===== src/rtl/pipeline_hazard_ctrl_pkg.sv =====
// Shared definitions for the pipeline sequencing controller: decoder
// encodings, controller state, and the NOP image loaded by bubbles/flushes.
package pipeline_hazard_ctrl_pkg;

  // Register address width used by the decoder (DA/AA/BA).
  localparam int REG_ADDRESS_SIZE = 3;

  // MUXD select value that marks a load (data memory to register file).
  localparam logic [1:0] MD_LOAD = 2'b01;

  // Controller state: normal sequencing, or holding for a slow data access.
  typedef enum logic {
    RUN      = 1'b0,
    MEM_WAIT = 1'b1
  } state_e;

  // Scoreboard-visible control bits of an instruction held in a stage.
  typedef struct packed {
    logic wr;   // writes the register file
    logic mem;  // accesses data memory in EX
  } stage_ctrl_t;

  // NOP instruction as seen by the IF/ID flush and ID/EX bubble logic:
  // no register write and no memory access.
  localparam stage_ctrl_t STAGE_NOP = '{wr: 1'b0, mem: 1'b0};

  // An instruction touches data memory if it stores or loads.
  function automatic logic is_mem_op(input logic mw, input logic [1:0] md);
    return mw | (md == MD_LOAD);
  endfunction

endpackage


===== src/rtl/pipeline_hazard_ctrl_scoreboard.sv =====
// Two-entry scoreboard of in-flight register writes (EX and WB stages) and
// the read-after-write comparators for the instruction sitting in ID.
module hazard_scoreboard #(
  parameter int REG_ADDRESS_SIZE = 3
) (
  input  logic                        clk,
  input  logic                        rst_n,
  input  logic                        idex_en_i,     // ID/EX stage register loads
  input  logic                        idex_bubble_i, // load a NOP instead of ID
  input  logic                        exwb_en_i,     // EX/WB stage register loads
  input  logic                        id_valid_i,
  input  logic [REG_ADDRESS_SIZE-1:0] id_da_i,
  input  logic [REG_ADDRESS_SIZE-1:0] id_aa_i,
  input  logic [REG_ADDRESS_SIZE-1:0] id_ba_i,
  input  logic                        id_rw_i,
  input  logic                        id_mw_i,
  input  logic [1:0]                  id_md_i,
  input  logic                        id_rd_a_i,
  input  logic                        id_rd_b_i,
  output logic                        ex_mem_o,      // EX holds a memory op
  output logic                        raw_o          // ID must wait for a write
);
  import pipeline_hazard_ctrl_pkg::*;

  logic                        ex_wr_q,  ex_wr_d;
  logic                        ex_mem_q, ex_mem_d;
  logic [REG_ADDRESS_SIZE-1:0] ex_da_q,  ex_da_d;
  logic                        wb_wr_q,  wb_wr_d;
  logic [REG_ADDRESS_SIZE-1:0] wb_da_q,  wb_da_d;

  // A source register is busy while an older instruction still has to write it.
  // Register 0 is an ordinary register, and there is no forwarding path.
  function automatic logic hit(input logic [REG_ADDRESS_SIZE-1:0] addr);
    return (ex_wr_q & (ex_da_q == addr)) | (wb_wr_q & (wb_da_q == addr));
  endfunction

  // Hazard detection for the instruction currently decoded in ID.
  always_comb begin
    raw_o = id_valid_i & ((id_rd_a_i & hit(id_aa_i)) | (id_rd_b_i & hit(id_ba_i)));
  end

  assign ex_mem_o = ex_mem_q;

  // Next-state of the EX and WB destination entries.
  always_comb begin
    // NOTE: every signal assigned here gets a default first, so no path leaves
    // it unassigned and no latch is inferred.
    ex_wr_d  = ex_wr_q;
    ex_mem_d = ex_mem_q;
    ex_da_d  = ex_da_q;
    wb_wr_d  = wb_wr_q;
    wb_da_d  = wb_da_q;

    if (idex_en_i) begin
      if (idex_bubble_i) begin
        ex_wr_d  = STAGE_NOP.wr;
        ex_mem_d = STAGE_NOP.mem;
      end else begin
        ex_wr_d  = id_valid_i & id_rw_i;
        ex_da_d  = id_da_i;
        ex_mem_d = id_valid_i & is_mem_op(id_mw_i, id_md_i);
      end
    end

    if (exwb_en_i) begin
      wb_wr_d = ex_wr_q;
      wb_da_d = ex_da_q;
    end
  end

  // Scoreboard registers; valid bits clear on reset so nothing is in flight.
  always_ff @(posedge clk or negedge rst_n) begin
    if (!rst_n) begin
      ex_wr_q  <= 1'b0;
      ex_mem_q <= 1'b0;
      ex_da_q  <= '0;
      wb_wr_q  <= 1'b0;
      wb_da_q  <= '0;
    end else begin
      // NOTE: state uses non-blocking assignments so every register samples
      // the pre-edge values, independent of statement order.
      ex_wr_q  <= ex_wr_d;
      ex_mem_q <= ex_mem_d;
      ex_da_q  <= ex_da_d;
      wb_wr_q  <= wb_wr_d;
      wb_da_q  <= wb_da_d;
    end
  end

endmodule


===== src/rtl/pipeline_hazard_ctrl.sv =====
// Sequencing controller for the IF/ID/EX/WB pipeline: drives stage enables,
// IF/ID flush and ID/EX bubble from RAW hazards, taken branches and data
// memory waits, and counts stalled cycles.
module pipeline_hazard_ctrl #(
  parameter int REG_ADDRESS_SIZE = pipeline_hazard_ctrl_pkg::REG_ADDRESS_SIZE,
  parameter int CNT_WIDTH        = 16
) (
  input  logic                        clk,
  input  logic                        rst_n,
  input  logic                        id_valid,
  input  logic [REG_ADDRESS_SIZE-1:0] id_DA,
  input  logic [REG_ADDRESS_SIZE-1:0] id_AA,
  input  logic [REG_ADDRESS_SIZE-1:0] id_BA,
  input  logic                        id_RW,
  input  logic                        id_MW,
  input  logic [1:0]                  id_MD,
  input  logic                        id_rd_a,
  input  logic                        id_rd_b,
  input  logic                        ex_br_taken,
  input  logic                        dmem_ack,
  output logic                        pc_en,
  output logic                        ifid_en,
  output logic                        exwb_en,
  output logic                        ifid_flush,
  output logic                        idex_bubble,
  output logic                        dmem_req,
  output logic [CNT_WIDTH-1:0]        stall_cnt
);
  import pipeline_hazard_ctrl_pkg::*;

  state_e               state_q;
  logic                 ex_mem;
  logic                 raw;
  logic [CNT_WIDTH-1:0] stall_cnt_q, stall_cnt_d;

  // ID/EX advances exactly when EX moves on to WB; a bubble then loads a NOP.
  hazard_scoreboard #(
    .REG_ADDRESS_SIZE (REG_ADDRESS_SIZE)
  ) u_scoreboard (
    .clk           (clk),
    .rst_n         (rst_n),
    .idex_en_i     (exwb_en),
    .idex_bubble_i (idex_bubble),
    .exwb_en_i     (exwb_en),
    .id_valid_i    (id_valid),
    .id_da_i       (id_DA),
    .id_aa_i       (id_AA),
    .id_ba_i       (id_BA),
    .id_rw_i       (id_RW),
    .id_mw_i       (id_MW),
    .id_md_i       (id_MD),
    .id_rd_a_i     (id_rd_a),
    .id_rd_b_i     (id_rd_b),
    .ex_mem_o      (ex_mem),
    .raw_o         (raw)
  );

  // Pipeline controls, combinational from state, scoreboard and inputs.
  always_comb begin
    pc_en       = 1'b1;
    ifid_en     = 1'b1;
    exwb_en     = 1'b1;
    ifid_flush  = 1'b0;
    idex_bubble = 1'b0;
    dmem_req    = ex_mem;

    case (state_q)
      RUN: begin
        if (ex_mem & ~dmem_ack) begin
          // Slow access: freeze every stage, ID/EX keeps its instruction.
          pc_en   = 1'b0;
          ifid_en = 1'b0;
          exwb_en = 1'b0;
        end else if (ex_br_taken) begin
          // Squash the two wrong-path slots; any RAW in ID dies with them.
          ifid_flush  = 1'b1;
          idex_bubble = 1'b1;
        end else if (raw) begin
          pc_en       = 1'b0;
          ifid_en     = 1'b0;
          idex_bubble = 1'b1;
        end
      end
      MEM_WAIT: begin
        dmem_req = 1'b1;
        if (!dmem_ack) begin
          pc_en   = 1'b0;
          ifid_en = 1'b0;
          exwb_en = 1'b0;
        end else if (raw) begin
          // Ack cycle: the pipeline moves again, RAW still applies to ID.
          pc_en       = 1'b0;
          ifid_en     = 1'b0;
          idex_bubble = 1'b1;
        end
      end
      default: begin
        pc_en   = 1'b0;
        ifid_en = 1'b0;
        exwb_en = 1'b0;
      end
    endcase
  end

  // Controller FSM: leave RUN when an EX memory op is not acked at once.
  always_ff @(posedge clk or negedge rst_n) begin
    if (!rst_n) begin
      state_q <= RUN;
    end else begin
      case (state_q)
        RUN:      if (ex_mem & ~dmem_ack) state_q <= MEM_WAIT;
        MEM_WAIT: if (dmem_ack)           state_q <= RUN;
        default:                          state_q <= RUN;
      endcase
    end
  end

  // Stall counter next value: count frozen-PC cycles, stop at all-ones.
  always_comb begin
    stall_cnt_d = stall_cnt_q;
    if (!pc_en && (stall_cnt_q != {CNT_WIDTH{1'b1}})) begin
      stall_cnt_d = stall_cnt_q + {{(CNT_WIDTH-1){1'b0}}, 1'b1};
    end
  end

  // Stall counter register.
  always_ff @(posedge clk or negedge rst_n) begin
    if (!rst_n) begin
      stall_cnt_q <= '0;
    end else begin
      stall_cnt_q <= stall_cnt_d;
    end
  end

  assign stall_cnt = stall_cnt_q;

endmodule


===== config.mk =====
export PLATFORM = sky130hd
export DESIGN_NAME = pipeline_hazard_ctrl
export DESIGN_NICKNAME = d
export VERILOG_FILES = /design/src/rtl/pipeline_hazard_ctrl_pkg.sv /design/src/rtl/pipeline_hazard_ctrl_scoreboard.sv /design/src/rtl/pipeline_hazard_ctrl.sv
export SDC_FILE = /design/constraint.sdc
export NUM_CORES = 1
export LEC_CHECK = 0
export ABC_AREA = 0
export CORE_UTILIZATION = 35
export CTS_CLUSTER_SIZE = 25
export DETAILED_ROUTE_END_ITERATION = 8
export PLACE_DENSITY = 0.62
export SYNTH_ARGS = -nofsm -noshare
export SYNTH_HDL_FRONTEND = slang
export SYNTH_SLANG_ARGS = --single-unit

===== constraint.sdc =====
create_clock -name clk -period 2.7 [get_ports clk]
set_input_delay 0.405 -clock clk [delete_from_list [all_inputs] [get_ports clk]]
set_output_delay 0.405 -clock clk [all_outputs]
set_load 0.005 [all_outputs]

-- Yosys cells after proc, flatten, opt, wreduce, memory -nomap -nowiden
Cells that the tools add are included.
- add/subtract/negate cells: 1
- eq/ne operators: 6
- mux-type cells: 22
- reduce and logical (&&, ||, !) cells: 3
- bitwise gates (word level): 17
- operators with widths (operator ; number):
    $mux W1 ; 18
    $add A16 B1 Y16 const B ; 1
    $ne A16 B16 Y1 const B ; 1
    $eq A3 B3 Y1 ; 4
    $and A1 B1 Y1 ; 10
    $pmux W1 S2 ; 4
    $or A1 B1 Y1 ; 4
    $not A1 Y1 ; 3
    $eq A2 B1 Y1 const B ; 1
    $reduce_and A2 Y1 ; 1
    $logic_and A1 B1 Y1 ; 1
    $logic_not A1 Y1 ; 1
- output and inout port bits: 22
- register bits after elaboration: 26

-- Longest topological paths before layout
- depth in word-level cells: 12
- depth in mapped cells: 8
- gate-level depth less buffers: 7

-- Modules after synthesis
From an unflattened synthesis, not the netlist that was laid out.
- cell total of the unflattened synthesis: 128
- area total of the unflattened synthesis: 1417.6 um^2
- by module, submodules not included (module ; instances ; cells an instance ; area each (um^2) ; sequential area each (um^2)):
    pipeline_hazard_ctrl ; 1 ; 83 ; 905.9 ; 425.4
    hazard_scoreboard ; 1 ; 45 ; 511.7 ; 225.2

-- Worst setup path before layout
Ideal clock, no wire load.
- kind: register to register
- from: register stall_cnt_q[0], in the netlist stall_cnt[0]
- to: register stall_cnt_q[7], in the netlist stall_cnt[7]
- path slack: 0.575 ns
- required time: 2.557 ns
- data arrival time: 1.982 ns
- library setup time: 0.143 ns
- path buffers: 1
- stages on the path, launching flop included: 9
- path through: dfrtp_1 -> ha_1 -> nand3_1 -> or3_1 -> buf_2 -> or3_4 -> a221o_1 -> a21oi_1 -> a31oi_1
- cells in the longest elaborated chain, start to end: 2
- elaborated cells on any way between the ends: 3
- those cells by class: add/sub: 1; eq/ne: 1; reduce/logical: 1
- RTL lines (element ; RTL line ; text):
    start: declaration ; pipeline_hazard_ctrl.sv:34 ; logic [CNT_WIDTH-1:0] stall_cnt_q, stall_cnt_d;
    start signal: assignment ; pipeline_hazard_ctrl.sv:131 ; stall_cnt_q <= stall_cnt_d;
    parallel branches: the longest is 2 deep, another holds $add A16 B1 Y16 ; -- ;
Several ways; the timed one is not identified.
A chain may end at the register's enable or synchronous reset.

-- Final worst setup path
- from: input id_AA[2]
- to: output idex_bubble
- cells in the longest elaborated chain, start to end: 10
- elaborated cells on any way between the ends: 13
- those cells by class: eq/ne: 2; mux: 5; bitwise: 6
- RTL lines (element ; RTL line ; text):
    start: declaration ; pipeline_hazard_ctrl.sv:12 ; input logic [REG_ADDRESS_SIZE-1:0] id_AA,
    $eq A3 B3 Y1 ; pipeline_hazard_ctrl_scoreboard.sv:34 ; return (ex_wr_q & (ex_da_q == addr)) | (wb_wr_q & (wb_da_q == addr));
    $and A1 B1 Y1 ; pipeline_hazard_ctrl_scoreboard.sv:34 ;
    $or A1 B1 Y1 * ; pipeline_hazard_ctrl_scoreboard.sv:34 ;
    $and A1 B1 Y1 * ; pipeline_hazard_ctrl_scoreboard.sv:39 ; raw_o = id_valid_i & ((id_rd_a_i & hit(id_aa_i)) | (id_rd_b_i & hit(id_ba_i)));
    $or A1 B1 Y1 * ; pipeline_hazard_ctrl_scoreboard.sv:39 ;
    $and A1 B1 Y1 * ; pipeline_hazard_ctrl_scoreboard.sv:39 ;
    $mux W1 * ; pipeline_hazard_ctrl.sv:78, pipeline_hazard_ctrl.sv:90 ;
    $mux W1 ; pipeline_hazard_ctrl.sv:74 ; end else if (ex_br_taken) begin
    $mux W1 ; pipeline_hazard_ctrl.sv:69 ; if (ex_mem & ~dmem_ack) begin
    $pmux W1 S2 * ; pipeline_hazard_ctrl.sv:67 ; case (state_q)
    end: declaration ; pipeline_hazard_ctrl.sv:25 ; output logic idex_bubble,
Mark *: on every way between the ends. The rest lies on a longest branch, timed or not.

==> flow_metrics.tcl <==
set metrics [dict create \
    critPathCaptureType "primary output" \
    diodes 0 \
    wl_per_cell_um 14.3 \
    period_share 0.961 \
    grt_pass1_wl_um 5480 \
    critPathLaunch "id_AA[2]" \
    fmax_ghz 0.385 \
    setup_viol 0 \
    cp.required_ps 2300 \
    antenna_left 0 \
    grt_max_degree 27 \
    r2r-end "stall_cnt[7]" \
    dieArea_um2 4300 \
    ys_seq_area_frac 0.460 \
    rsz0062_at_grt "false" \
    dr_wl_met2_um 1630 \
    synth_top_area_cell "dfrtp_1" \
    gp_congestion 0.752 \
    nets 207 \
    final-hold-violation-count 0 \
    hpwl_um 2450 \
    yosys-top-cells-area "dfrtp_1, xnor2_1, mux2_2" \
    syn_area_per_cell_um2 10.6 \
    drc_errors 0 \
    r2r-start "stall_cnt[0]" \
    hold_path_class "primary input to asynchronous set/reset pin" \
    syn-num-nets 154 \
    synth_top_area_share 0.460 \
    io_pins 42 \
    met1_length_um 1530 \
    ys_warn_count 0 \
    tns_ps 0 \
    detailroute.wirelength.met3_um 143 \
    overflow 0 \
    viasPerCell 5.11 \
    syn_area_um2 1410 \
    synth_commonest_cells "dfrtp_1, nand2_1, xnor2_1" \
    final_layout_size_suffix_gt1_frac 0.184 \
    p_leak_nw 0.851 \
    die_h_um 65.6 \
    finalHoldWorstSlack_ps 499 \
    top_layer_used "met4" \
    row_count 22 \
    clk_pin_slew_ps 90 \
    vdd_drop_max_v 0.000439 \
    clk_latency_ps 270 \
    cp-start-kind "primary input" \
    clock_path_buffers 2 \
    synth_top_flop_cell "dfrtp_1" \
    vias 1190 \
    ys_types 31 \
    core_area_um2 3770 \
    port_buffers 41 \
    rrSetupSlack_ps 360 \
    run_status "finished clean" \
    max_cap_viol_count 0 \
    skew_ps 6.35 \
    power_density_nw_per_um2 612 \
    cts_root_buffer "clkbuf_8" \
    critical_path_class "primary input to primary output" \
    synth_edf_count 0 \
    worst_slew_pin_slew_ps 741 \
    area_growth_pct 42.3 \
    syn_inst 133 \
    drtPass1Iterations 4 \
    slew_viol_final 0 \
    htree_levels 1 \
    die_w_um 65.6 \
    grt_pass1_vias 1193 \
    placed_area_um2 1920 \
    synth_most_common_cell "dfrtp_1" \
    ys_seq_elements 26 \
    cp.arrival_ps 2190 \
    wl_um 3330 \
    cts-buffers-inserted 3 \
    tritoncts "yes" \
    grt.total_usage 0.169 \
    crit_fanout 2 \
    clock_sinks 26 \
    cts_hold_buf 0 \
    drtIter0Drc 30 \
    min_period_ps 2590 \
    async_reset_ff_frac 1.00 \
    start_util 0.375 \
    maxSlewHeadroom 0.502 \
    antenna_found_initial 0 \
    worst-r2r-cell-count 7 \
    finish.instance_area_um2 2010 \
]
cell type report:
cell class | count | area, um^2
clock buffer | 4 | 55.1
fill | 335 | 1760
inverter | 2 | 7.51
multi-input combinational | 101 | 741
sequential | 26 | 651
tap | 48 | 60.1
timing repair buffer | 52 | 498
critical path: stages:
cell,delay [ps]
clkdlybuf4s50_1,520
xnor2_1,150
nand4_1,180
a21oi_2,250
nor3_1,80
nor2_1,100
clkdlybuf4s50_1,510
where the power goes:
group | total, mW | leakage, nW | switching [mW] | internal, mW
Combinational | 0.418 | 0.485 | 0.153 | 0.265
Sequential | 0.563 | 0.337 | 0.0958 | 0.467
Clock | 0.250 | 0.0288 | 0.120 | 0.130
state kept, by name, summed over array words and instances, names as in the netlist:
signal / cells
state_q: 1
u_scoreboard.ex_wr_q: 1
u_scoreboard.ex_da_q: 3
u_scoreboard.wb_da_q: 3
u_scoreboard.ex_mem_o: 1
u_scoreboard.wb_wr_q: 1
stall_cnt: 16
per-stage QoR:
stage	cells	power, mW	utilization	worst slack, ps
CTS	230	1.23	0.525	0.690
global route	233	1.31	0.534	11.4
global placement	226	0.963	0.510	55.3
floorplan	133	0.761	-	575
detailed placement	226	0.978	0.510	14.3
finish	233	1.23	0.534	106
layout by cell type (no fill, tap or decap), types with 2 or more instances in the layout:
master	count
nor3b_1	2
nand4_1	4
inv_1	2
xnor2_1	12
xor2_1	11
or2_2	2
nor2_2	2
nand2_1	15
buf_4	11
dfrtp_1	26
nor3_1	10
and3_1	2
clkbuf_8	4
clkdlybuf4s50_1	39
dlymetal6s2s_1	2
nor2_1	2
nand3_1	8
a21oi_1	3
mux2_1	2
mux2_2	9
nor2b_1	2
nor4_1	3
a211oi_2	2
cells by family (layout without fill, tap and decap cells):
| logic type | after synthesis | in the layout | synth area share |
|---|---|---|---|
| xor gates and xnor gates | 23 | 23 | 0.142 |
| adders and majority gates | 1 | 1 | 0.00885 |
| DFF | 26 | 26 | 0.460 |
| muxes | 11 | 11 | 0.0876 |
| AOI/OAI and AO/OA | 10 | 10 | 0.0558 |
| and+or+nand+nor | 56 | 56 | 0.225 |
| buffers and inverters | 6 | 58 | 0.0204 |
how the worst max path moves through the flow:
stage / endpoint / slack, ps / cells past startpoint
final: idex_bubble / 110 / 7
after global routing: idex_bubble / 10 / 7
after CTS: pc_en / 0.7 / 7
after detailed placement: pc_en / 10 / 7
after global placement: pc_en / 60 / 7
after floorplan: stall_cnt[7] / 580 / 8
per-layer routing:
layer	vias to the layer above	global-route usage
met5	-	0
met4	0	0.0489
met3	4	0.0313
met2	27	0.294
met1	583	0.212
li1	576	-
repair_timing:
action / in CTS / in global routing
gates resized for setup: 0 / 4
setup buffers: 0 / 3
endpoints found under the setup margin: 0 / 3
No activity file was read; power rests on OpenSTA's default activity.
